<file path="config.mk">
export PLATFORM = sky130hd
export DESIGN_NAME = tx_rate_ctrl
export DESIGN_NICKNAME = d
export VERILOG_FILES = /design/src/rtl/tx_rate_ctrl.sv
export SDC_FILE = /design/constraint.sdc
export NUM_CORES = 1
export LEC_CHECK = 0
export BUFFER_PORTS_ARGS = -buffer_cell sky130_fd_sc_hd__buf_2
export CAP_MARGIN = 15
export CORE_AREA = 2 2 45 47
export DETAILED_ROUTE_END_ITERATION = 7
export DIE_AREA = 0 0 47 49
export PLACE_DENSITY = 0.84
export SYNTH_ARGS = -nofsm -noshare
export SYNTH_HDL_FRONTEND = slang
export SYNTH_SLANG_ARGS = --single-unit
export TNS_END_PERCENT = 5
</file>
<file path="constraint.sdc">
create_clock -name i_clk -period 4.7 [get_ports i_clk]
set_input_delay 0.94 -clock i_clk [delete_from_list [all_inputs] [get_ports i_clk]]
set_output_delay 0.94 -clock i_clk [all_outputs]
set_load 0.005 [all_outputs]
</file>
<file path="src/rtl/tx_rate_ctrl.sv">
// Read-rate scheduler for a rate-matching FIFO: primes, reads at a fixed cadence,
// drains on request and flags underflow with a saturating event counter.
module tx_rate_ctrl #(
    parameter int DIVIDER = 120,
    parameter int ERR_W   = 8
) (
    input  logic             i_clk,
    input  logic             i_reset,
    input  logic             i_enable,
    input  logic             i_prog_full,
    input  logic             i_empty,
    input  logic             i_clear_err,
    output logic             o_rd_en,
    output logic             o_running,
    output logic [1:0]       o_state,
    output logic             o_underflow,
    output logic [ERR_W-1:0] o_err_cnt
);

    typedef enum logic [1:0] {
        IDLE  = 2'd0,
        PRIME = 2'd1,
        RUN   = 2'd2,
        DRAIN = 2'd3
    } state_t;

    localparam int               CNT_W    = $clog2(DIVIDER);
    localparam logic [CNT_W-1:0] CNT_LAST = CNT_W'(DIVIDER - 1);
    localparam logic [ERR_W-1:0] ERR_MAX  = '1;

    state_t           state;
    state_t           state_nxt;
    logic [CNT_W-1:0] cnt;
    logic [CNT_W-1:0] cnt_nxt;
    logic [CNT_W-1:0] cnt_wrap;
    logic             strobe;
    logic             rd_nxt;
    logic             uf_event;

    assign strobe   = ((state == RUN) || (state == DRAIN)) && (cnt == CNT_LAST);
    assign cnt_wrap = (cnt == CNT_LAST) ? '0 : cnt + CNT_W'(1);
    assign o_state  = state;

    always_comb begin
        state_nxt = state;
        cnt_nxt   = '0;
        rd_nxt    = 1'b0;
        uf_event  = 1'b0;
        case (state)
            IDLE: begin
                if (i_enable) state_nxt = PRIME;
            end
            PRIME: begin
                if (!i_enable)        state_nxt = IDLE;
                else if (i_prog_full) state_nxt = RUN;
            end
            RUN: begin
                // an underflow on the strobe outranks a simultaneous drain request
                if (strobe && i_empty) begin
                    uf_event  = 1'b1;
                    state_nxt = PRIME;
                end else begin
                    cnt_nxt = cnt_wrap;
                    rd_nxt  = strobe;
                    if (!i_enable) state_nxt = DRAIN;
                end
            end
            DRAIN: begin
                // empty at the strobe is the normal end of a drain
                if (strobe && i_empty) begin
                    state_nxt = IDLE;
                end else begin
                    cnt_nxt = cnt_wrap;
                    rd_nxt  = strobe;
                    if (i_enable) state_nxt = RUN;
                end
            end
            default: state_nxt = IDLE;
        endcase
    end

    always_ff @(posedge i_clk or posedge i_reset) begin
        if (i_reset) begin
            state       <= IDLE;
            cnt         <= '0;
            o_rd_en     <= 1'b0;
            o_running   <= 1'b0;
            o_underflow <= 1'b0;
            o_err_cnt   <= '0;
        end else begin
            state     <= state_nxt;
            cnt       <= cnt_nxt;
            o_rd_en   <= rd_nxt;
            o_running <= (state_nxt == RUN) || (state_nxt == DRAIN);
            if (i_clear_err) begin
                o_underflow <= 1'b0;
                o_err_cnt   <= '0;
            end else if (uf_event) begin
                o_underflow <= 1'b1;
                if (o_err_cnt != ERR_MAX) o_err_cnt <= o_err_cnt + ERR_W'(1);
            end
        end
    end

endmodule

</file>
Word level (Yosys, flattened, before mapping) --
Cells that the tools add are included.
Word-level totals: logic and storage cells 44, flip-flop bits (word level) 20, bits of input ports 6
Operators by class: muxes and demuxes 20, equality and inequality tests 7, reductions and logical operators 9, add/subtract/negate cells 2
Operators by type and width (number):
- 8-bit 2-to-1 mux | 3
- 7-bit 2-to-1 mux | 3
- 2-bit 2-to-1 mux | 7
- 8-bit by 1-bit adder with 8-bit output, second input constant | 1
- 2-bit equality test, second input constant | 4
- 8-bit != test, second input constant | 1
- 2-bit one-hot mux with 4 select lines | 1
- 7-bit by 1-bit adder with 7-bit output, second input constant | 1
- 7-bit equality test, second input constant | 1
- 1-bit 2-to-1 mux | 6
- 2-bit nonzero test | 2
- 2-bit by 1-bit equality test with 1-bit output, second input constant | 1
- 1-bit logical AND | 2
- 2-bit logical NOT | 1
- 1-bit logical OR | 2
- 2-bit AND reduction | 1
- 2-bit OR reduction | 1

Longest topological paths before layout --
Gate-level depths: netlist of run 1.
word-level depth 8, mapped depth 6, depth with buffers taken out 5

Least setup slack after synthesis of run 1 --
No wires, ideal clock.
path kind input to register, start in i_empty, end reg o_err_cnt[2], slack 2.488 ns, arrival 2.135 ns, setup time 0.077 ns, stages on the path 5, required time 4.623 ns, path buffers 1, cells stage by stage nand3b_1 > or3_4 > buf_6 > or4_1 > a21oi_1
Between the ends: cells in the longest elaborated chain, start to end 5
Ends and longest elaborated chain:
- start: declaration | RTL line 11 | input logic i_empty,
- 1-bit logical AND | RTL line 59 | if (strobe && i_empty) begin
- 1-bit 2-to-1 mux | RTL line 59
- 1-bit 2-to-1 mux | RTL line 49 | case (state)
- 2-bit nonzero test (no source line)
- 2-bit AND reduction (no source line)
- end signal: assignment | RTL line 100 | if (o_err_cnt != ERR_MAX) o_err_cnt <= o_err_cnt + ERR_W'(1);
- end: declaration | RTL line 17 | output logic [ERR_W-1:0] o_err_cnt
Every way passes these cells. A chain may end at the register's enable or synchronous reset.

Worst setup path after layout of run 1 --
start in i_empty, end reg o_err_cnt[3]
The elaborated chain is that of the path after synthesis.

==> metrics.sh, run 1 <==
DP_HPWL_UM=1270
DIE_W_UM=47
STDCELL_COUNT=136
EDFF_COUNT_SYNTH=0
CRITICAL_PATH_PEAK_FANOUT=13
SYNTHARSTFLOPSHARE_PCT=100
P_LEAK_nW=0.507
WORST_HOLD_PATH_CLASS='flop to flop'
INITIALDRTVIOLATIONCOUNT=10
PLACEMENT.CELL_AREA_SQ_UM=1040
CLKLATENCYLATEPIN_NS=0.29
YOSYS_REGISTER_BITS=19
SYNTH.YOSYS.WARNINGS=0
BUFFER_PORTS.INSERTED=18
CP-END-KIND='flop'
POSTCTSSETUPBUFFERS=0
FIN_AREA_SQ_UM=1070
TRACK_USAGE_PCT=19.2
CTS-BUFFERS-INSERTED=3
CLOCK_SKEW_NS=0.00612
IRDROPWORSTVDD_mV=0.229
ANTENNA_FOUND_INITIAL=0
MAX_SLEW.WORST_PIN.SLEW_NS=0.689
DIE_AREA_SQ_UM=2300
SYNTH.LARGEST_AREA_CELL='sky130_fd_sc_hd__dfrtp_1'
HOLD_BUFFERS=0
POWERDENSITY_nW_PER_UM2=362
SYNTH_FP_NETS=99
CRITPATHTOPFAMILY='simple AND/OR/NAND/NOR gates'
SLEW_VIOL_FINAL=0
DRIVE_ABOVE_1_SHARE_PCT=23.9
IOS=19
SETUP_VIOL=0
PERIOD_NEEDED_NS=2.01
CLKSLEWWORSTSETUPHOLDPATHS_NS=0.11
GLOBAL_ROUTE.OVERFLOW_TOTAL=0
TRITONCTS='built'
ROUTE.DETAILED.DRC=0
GRT_SETUP_UNREPAIRED='false'
DETAIL_ROUTE.WL_PER_CELL_UM=13.2
CTS_NUM_SINKS=19
R2R_SLACK_NS=2.70
INITIAL_UTILIZATION_PCT=51.8
CRITPATHARRIVALTIME_NS=2.25
DRV.MAX_CAP_VIOLATION_COUNT=0
WORST_EP_REQUIRED_NS=4.93
FINAL.SETUP.TNS_NS=0
NETLIST.AREA_LEADER.SHARE_PCT=49.9
CP-START-KIND='primary input'
SYNTH.CELLS.MOST_FREQUENT='19 x sky130_fd_sc_hd__dfrtp_1, 10 x sky130_fd_sc_hd__a21oi_1, 6 x sky130_fd_sc_hd__nand3_1'
POSTROUTEANTENNANETS=0
CTS_ROOT_BUF='sky130_fd_sc_hd__clkbuf_4'
SYN-MEAN-INSTANCE-AREA_SQ_UM=10.5
MAXIMUM_NUMBER_OF_PINS_ON_ONE_NET_BEFORE_GLOBAL_ROUTE_REPAIR=20
POST-PLACE-CELLS=132
FINAL_NET_COUNT=118
DIEHEIGHT_UM=49
MAX_FREQ_MHz=496
FINALHOLDVIOLCOUNT=0
CORE.ROWCOUNT=16
CP_SLOWEST_CELL='sky130_fd_sc_hd__or4_1'
SYNTH.MOST_COMMON_CELL='sky130_fd_sc_hd__dfrtp_1'
FIRSTDRTPASSITERS=4
ANTENNA_CELLS=0
FIRST_GLOBAL_VIAS=704
HTREE_LEVELS=1
FLOORPLAN.CORE_AREA_SQ_UM=1840
OUTCOME='finished clean'
FIN_HOLD_WS_NS=0.481
TIMING.SETUP.CRITICAL_PATH_CLASS='primary input to flop'
CP_CELL_SEQUENCE='buf_2 > nand3b_1 > or3_4 > or4_1 > a21oi_1'
ROUTABILITYCONGESTION=0.756
MAX_SLEW_MARGIN_PCT=54.0
SYNTH_CELL_TYPES=35
CTS-ROOT-TO-SINK-BUFFERS=2
SYN_AREA_SQ_UM=953
WIRE_LENGTH_OF_THE_FIRST_GLOBAL_ROUTING_PASS_UM=3190
YOSYS-TOP-CELLS-AREA='sky130_fd_sc_hd__dfrtp_1 50%, sky130_fd_sc_hd__a21oi_1 5.2%, sky130_fd_sc_hd__nand3_1 3.1%'
AREA_GROWTH_PCT=12.1
VIAS_PER_CELL=5.38
SYNTH_SEQUENTIAL_AREA_RATIO_PCT=49.9
CRITPATHMAXSTAGEDELAY_NS=0.51
POSTCTSRESIZEDCELLS=0
CRITPATHBUFINV=1
SYNTH_TOP_FLOP_CELL='sky130_fd_sc_hd__dfrtp_1'
DETAILROUTE.VIA_COUNT=732
SYNTHCELLS=91
POST-ROUTE-PERIOD-UTIL_PCT=42.9
FINALWIRELENGTH_UM=1790
routing by layer:
| metal | vias to the layer above | wire length, um | global-route usage, % |
|---|---|---|---|
| li1 | 373 | - | - |
| met1 | 339 | 878 | 29.5 |
| met2 | 16 | 818 | 26.5 |
| met3 | 4 | 46 | 1.11 |
| met4 | 0 | 48 | 10.2 |
| met5 | - | 0 | 0 |
cell type report:
class / count / area [sq um]
flip-flops and latches: 19 / 475
repair buffers: 18 / 90.1
multi-input cells: 65 / 432
clock buffers: 4 / 26.3
fillers: 177 / 773
inverters: 3 / 11.3
well taps: 27 / 33.8
where the power goes:
part	switching, mW	total, mW	internal (mW)
combinational	0.0373	0.0816	0.0444
sequential	0.0339	0.223	0.189
clock	0.0489	0.0819	0.0330
logic make-up after synthesis:
group | Yosys count | synth area share [%]
xor+xnor | 4 | 3.68
mux | 1 | 1.05
buf+inv | 7 | 4.86
simple gates | 40 | 26.4
fa+ha+maj | 2 | 2.62
compound gates | 18 | 11.5
flops | 19 | 49.9
metrics by stage:
stage	worst slack (ns)	util, %	power, mW
after floorplan	2.49	-	0.281
after global placement	2.40	56.6	0.301
after detailed placement	2.38	56.6	0.309
after CTS	2.68	58.0	0.390
after global routing	2.56	58.0	0.415
final	2.69	58.0	0.387
cells in the final DEF (no fill, tap or decap), types with 2 or more instances in the layout:
cell type                  netlist  layout
sky130_fd_sc_hd__nor2_1          5       5
sky130_fd_sc_hd__inv_1           3       3
sky130_fd_sc_hd__ha_1            2       2
sky130_fd_sc_hd__nor3_1          2       2
sky130_fd_sc_hd__o31ai_1         3       3
sky130_fd_sc_hd__nand2_1         3       3
sky130_fd_sc_hd__and3_1          3       3
sky130_fd_sc_hd__nor2b_1         2       2
sky130_fd_sc_hd__buf_2           0      18
sky130_fd_sc_hd__nand3_1         6       6
sky130_fd_sc_hd__clkbuf_4        0       3
sky130_fd_sc_hd__or3b_2          2       2
sky130_fd_sc_hd__o21ai_0         2       2
sky130_fd_sc_hd__or4_1           4       4
sky130_fd_sc_hd__dfrtp_1        19      19
sky130_fd_sc_hd__nor3b_1         2       2
sky130_fd_sc_hd__xor2_1          3       3
sky130_fd_sc_hd__a21oi_1        10      10
final timing paths:
| check | from | end | cells after the start |
|---|---|---|---|
| setup / recovery | i_empty | o_err_cnt[3]$_DFFE_PP0P_ | 5 |
| hold / removal | cnt[0]$_DFF_PP0_ | cnt[0]$_DFF_PP0_ | 1 |
| setup reg to reg | cnt[0]$_DFF_PP0_ | o_err_cnt[3]$_DFFE_PP0P_ | 5 |
| hold reg to reg | cnt[0]$_DFF_PP0_ | cnt[0]$_DFF_PP0_ | 1 |
| max in group asynchronous | i_reset | cnt[6]$_DFF_PP0_ | 2 |
| min in group asynchronous | i_reset | o_err_cnt[4]$_DFFE_PP0P_ | 2 |
flip-flops by register name, summed over array words and instances (netlist names):
register,cells
o_state,1
o_underflow,1
o_running,1
o_rd_en,1
o_err_cnt,8
cnt,7
Power figures use the tool's default switching activity.
==> inputs of run 2 (changes only) <==
--- a/config.mk
+++ b/config.mk
@@ -5,12 +5,13 @@
 export SDC_FILE = /design/constraint.sdc
 export NUM_CORES = 1
 export LEC_CHECK = 0
+export ABC_AREA = 1
 export BUFFER_PORTS_ARGS = -buffer_cell sky130_fd_sc_hd__buf_2
 export CAP_MARGIN = 15
-export CORE_AREA = 2 2 45 47
+export CORE_AREA = 2 2 51 53
 export DETAILED_ROUTE_END_ITERATION = 7
-export DIE_AREA = 0 0 47 49
-export PLACE_DENSITY = 0.84
+export DIE_AREA = 0 0 53 55
+export PLACE_DENSITY = 0.79
 export SYNTH_ARGS = -nofsm -noshare
 export SYNTH_HDL_FRONTEND = slang
 export SYNTH_SLANG_ARGS = --single-unit
==> constraint.sdc (replaced) <==
create_clock -name i_clk -period 1.85 [get_ports i_clk]
set_input_delay 0.37 -clock i_clk [delete_from_list [all_inputs] [get_ports i_clk]]
set_output_delay 0.37 -clock i_clk [all_outputs]
set_load 0.005 [all_outputs]
==> metrics.sh, run 2 <==
BUFFER_PORTS.INSERTED=18  # unchanged
PWR-SHARE-CLK_PCT=21.1  # was 21.2%
CTS-BUFFERS-INSERTED=3  # unchanged
TRITONCTS='built'  # unchanged
MOST-COMMON-LAYOUT-CELLS='26 x sky130_fd_sc_hd__nand2_1, 25 x sky130_fd_sc_hd__nand3_1, 22 x sky130_fd_sc_hd__nor2_1, 19 x sky130_fd_sc_hd__dfrtp_1, 18 x sky130_fd_sc_hd__buf_2'  # was 19 x sky130_fd_sc_hd__dfrtp_1, 18 x sky130_fd_sc_hd__buf_2, 10 x sky130_fd_sc_hd__a21oi_1, 6 x sky130_fd_sc_hd__nand3_1, 5 x sky130_fd_sc_hd__nor2_1
NFILLCELLS=247  # was 177
SYNTH_SEQUENTIAL_AREA_RATIO_PCT=42.4  # was 49.9%
CLKSLEWWORSTSETUPHOLDPATHS_NS=0.11  # about the same
FINAL_NET_COUNT=171  # was 118
FINALHOLDVIOLCOUNT=0  # unchanged
MAX_SLEW.WORST_PIN.SLEW_NS=0.728  # was 0.689 ns
DETAIL_ROUTE.WL_PER_CELL_UM=12.3  # was 13.2 um
SYNTH.MOST_COMMON_CELL='sky130_fd_sc_hd__nand2_1'  # was sky130_fd_sc_hd__dfrtp_1
MOSTFREQUENTLAYOUTCELL='sky130_fd_sc_hd__nand2_1'  # was sky130_fd_sc_hd__dfrtp_1
CP-START-KIND='flop'  # was primary input
PERIOD_NEEDED_NS=1.48
YOSYS-TOP-CELLS-AREA='sky130_fd_sc_hd__dfrtp_1 42%, sky130_fd_sc_hd__nand3_1 11%, sky130_fd_sc_hd__nand2_1 8.7%'  # was sky130_fd_sc_hd__dfrtp_1 50%, sky130_fd_sc_hd__a21oi_1 5.2%, sky130_fd_sc_hd__nand3_1 3.1%
DIE_W_UM=53  # was 47 um
INITIAL_UTILIZATION_PCT=47.4  # was 51.8%
REGMOSTFLOPS='o_err_cnt'  # unchanged
ROUTE.DETAILED.DRC=0  # unchanged
FIRST_GLOBAL_VIAS=930  # was 704
POSTCTSRESIZEDCELLS=0  # unchanged
HOLD_BUFFERS=0  # unchanged
OUTCOME='finished clean'  # unchanged
FIN_HOLD_WS_NS=0.168  # was 0.481 ns
FINAL.SETUP.TNS_NS=0  # unchanged
SYNTH.YOSYS.WARNINGS=0  # unchanged
SYN-MEAN-INSTANCE-AREA_SQ_UM=7.84  # was 10.5 sq um
SYNTHCELLS=143  # was 91
GRT_SETUP_UNREPAIRED='false'  # unchanged
POWERDENSITY_nW_PER_UM2=824  # was 362 nW/um^2
FINALWIRELENGTH_UM=2360  # was 1790 um
LARGEST_REG_FLOPS=8  # unchanged
FIRSTDRTPASSITERS=4  # unchanged
SYNTH_CELL_TYPES=28  # was 35
CRITPATHARRIVALTIME_NS=1.68  # was 2.25 ns
WORSTSETUPSTARTPOINT='o_err_cnt[0]$_DFFE_PP0P_'  # was i_empty
P_LEAK_nW=0.642  # was 0.507 nW
MAX_FREQ_MHz=677
SYNTHARSTFLOPSHARE_PCT=100  # unchanged
TRACK_USAGE_PCT=18.0  # was 19.2%
DIEHEIGHT_UM=55  # was 49 um
POWER.TOTAL_mW=1.04  # was 387 uW
ROUTABILITYCONGESTION=0.856  # was 0.756
WORST_HOLD_PATH_CLASS='primary input to asynchronous set/reset pin'  # was flop to flop
HTREE_LEVELS=1  # unchanged
SETUP_VIOL=0  # unchanged
YOSYS_REGISTER_BITS=19  # unchanged
CORE.ROWCOUNT=18  # was 16
CTS_ROOT_BUF='sky130_fd_sc_hd__clkbuf_4'  # unchanged
TIMING.SETUP.CRITICAL_PATH_CLASS='flop to flop'  # was primary input to flop
DIE_AREA_SQ_UM=2920  # was 2300 sq um
POWER.SWITCHING_uW=374  # was 120 uW
EDFF_COUNT_SYNTH=0  # unchanged
ROUTE.LAYER.MET1.WL_UM=1050  # was 878 um
CTS_NUM_SINKS=19  # unchanged
POST-ROUTE-PERIOD-UTIL_PCT=79.9
DP_HPWL_UM=1810  # was 1270 um
HIGHEST-SIGNAL-LAYER='met4'  # unchanged
SYNTH_FP_NETS=151  # was 99
CTS-ROOT-TO-SINK-BUFFERS=2  # unchanged
CLKLATENCYLATEPIN_NS=0.30  # was 0.29 ns
REG_TO_REG_START='o_err_cnt[0]$_DFFE_PP0P_'  # was cnt[0]$_DFF_PP0_
IRDROPWORSTVDD_mV=0.472  # was 0.229 mV
INITIALDRTVIOLATIONCOUNT=12  # was 10
GLOBAL_ROUTE.OVERFLOW_TOTAL=0  # unchanged
REG_TOP3='o_err_cnt (8), cnt (7)'  # unchanged
AREA_GROWTH_PCT=12.2  # was 12.1%
CLOCK_SKEW_NS=0.00160  # was 0.00612 ns
DRIVE_ABOVE_1_SHARE_PCT=24.1  # was 23.9%
MET2_LENGTH_UM=1200  # was 818 um
P_INT_uW=662  # was 266 uW
MAX_SLEW_MARGIN_PCT=51.4  # was 54.0%
SYNTH_TOP_FLOP_CELL='sky130_fd_sc_hd__dfrtp_1'  # unchanged
DRV.MAX_CAP_VIOLATION_COUNT=0  # unchanged
POWER.SHARE.SEQUENTIAL_PCT=54.3  # was 57.7%
WIRE_LENGTH_OF_THE_FIRST_GLOBAL_ROUTING_PASS_UM=3840  # was 3190 um
SYNTH.LARGEST_AREA_CELL='sky130_fd_sc_hd__dfrtp_1'  # unchanged
DETAILROUTE.VIA_COUNT=985  # was 732
POSTROUTEANTENNANETS=0  # unchanged
SWSHARE_PCT=36.1  # was 31.1%
WORST_EP_REQUIRED_NS=2.06  # was 4.93 ns
IOS=19  # unchanged
DR_WL_MET3_UM=84  # was 46 um
POWER_FRAC_COMB_PCT=24.6  # was 21.1%
ANTENNA_CELLS=0  # unchanged
POSTCTSSETUPBUFFERS=0  # unchanged
NETLIST.AREA_LEADER.SHARE_PCT=42.4  # was 49.9%
VIAS_PER_CELL=5.13  # was 5.38
ANTENNA_FOUND_INITIAL=0  # unchanged
FLOORPLAN.CORE_AREA_SQ_UM=2360  # was 1840 sq um
SYN_AREA_SQ_UM=1120  # was 953 sq um
SLEW_VIOL_FINAL=0  # unchanged
CP-END-KIND='flop'  # unchanged
SYNTH.CELLS.MOST_FREQUENT='26 x sky130_fd_sc_hd__nand2_1, 25 x sky130_fd_sc_hd__nand3_1, 22 x sky130_fd_sc_hd__nor2_1'  # was 19 x sky130_fd_sc_hd__dfrtp_1, 10 x sky130_fd_sc_hd__a21oi_1, 6 x sky130_fd_sc_hd__nand3_1
CRITICAL_PATH_PEAK_FANOUT=8  # was 13
MAXIMUM_NUMBER_OF_PINS_ON_ONE_NET_BEFORE_GLOBAL_ROUTE_REPAIR=20  # unchanged
[run 2: cell types whose count changed in the layout (fill, tap and decap cells not counted), sizes merged, moves of 3 or more]
cell	change
a21oi	-7
and3	-3
inv	+14
nand2	+29
nand3	+21
nor2	+21
o31ai	-3
or4	-4
[run 2: layout make-up]
class	count	area, sq um	share of cell area, %
inverters	18	68.8	5.47
flip-flops and latches	19	475	37.8
multi-input cells	103	558	44.4
well taps	30	37.5	2.99
repair buffers	18	90.1	7.16
clock inverters	1	5.00	0.398
clock buffers	3	22.5	1.79
[run 2: worst paths after layout]
kind	to	slack, ns	cells after the start
hold reg to reg	cnt[0]$_DFF_PP0_	0.46	1
max in group asynchronous	cnt[6]$_DFF_PP0_	1.23	2
hold / removal	o_err_cnt[4]$_DFFE_PP0P_	0.17	2
setup / recovery	o_err_cnt[3]$_DFFE_PP0P_	0.37	8
setup reg to reg	o_err_cnt[3]$_DFFE_PP0P_	0.37	8
min in group i_clk	o_rd_en$_DFF_PP0_	0.27	2
[run 2: per-layer routing]
layer | vias to the layer above | global-route usage, %
met5 | - | 0
met4 | 0 | 6.84
met3 | 4 | 2.69
met2 | 20 | 33.3
met1 | 460 | 21.2
li1 | 501 | -
[run 2: critical path: stages, from the launching register on]
cell and delay, ns:
sky130_fd_sc_hd__dfrtp_1 0.46, sky130_fd_sc_hd__ha_1 0.21, sky130_fd_sc_hd__nand2_2 0.09, sky130_fd_sc_hd__nor2_4 0.16, sky130_fd_sc_hd__nand4_4 0.11, sky130_fd_sc_hd__clkinv_2 0.07
sky130_fd_sc_hd__nand2_2 0.10, sky130_fd_sc_hd__nand3_1 0.12, sky130_fd_sc_hd__nand2_1 0.06
[run 2: cells by family (layout without fill, tap and decap cells)]
kind of cell / count (synthesis) / count (layout) / share of synthesized area (%)
compound gates: 7 / 7 / 3.57
xor+xnor: 2 / 2 / 1.56
fa+ha+maj: 2 / 2 / 2.23
buf+inv: 21 / 40 / 7.81
flops: 19 / 19 / 42.4
simple gates: 92 / 92 / 42.4
[run 2: power groups by stage]
stage / clock network (mW) / logic, mW / registers [mW]
6_report: 0.219 / 0.255 / 0.562
5_1_grt: 0.236 / 0.294 / 0.577
4_1_cts: 0.224 / 0.260 / 0.564
3_5_place_dp: 0 / 0.258 / 0.574
3_3_place_gp: 0 / 0.244 / 0.570
2_1_floorplan: 0 / 0.218 / 0.547
[run 2: stage by stage]
step | utilization (%) | cell area, sq um | setup slack (ns) | instances
2_1_floorplan | - | 1120 | 0.518 | 143
3_3_place_gp | 52.0 | 1230 | 0.459 | 188
3_5_place_dp | 52.0 | 1230 | 0.387 | 188
4_1_cts | 53.2 | 1260 | 0.367 | 192
5_1_grt | 53.2 | 1260 | 0.222 | 192
6_report | 53.2 | 1260 | 0.372 | 192
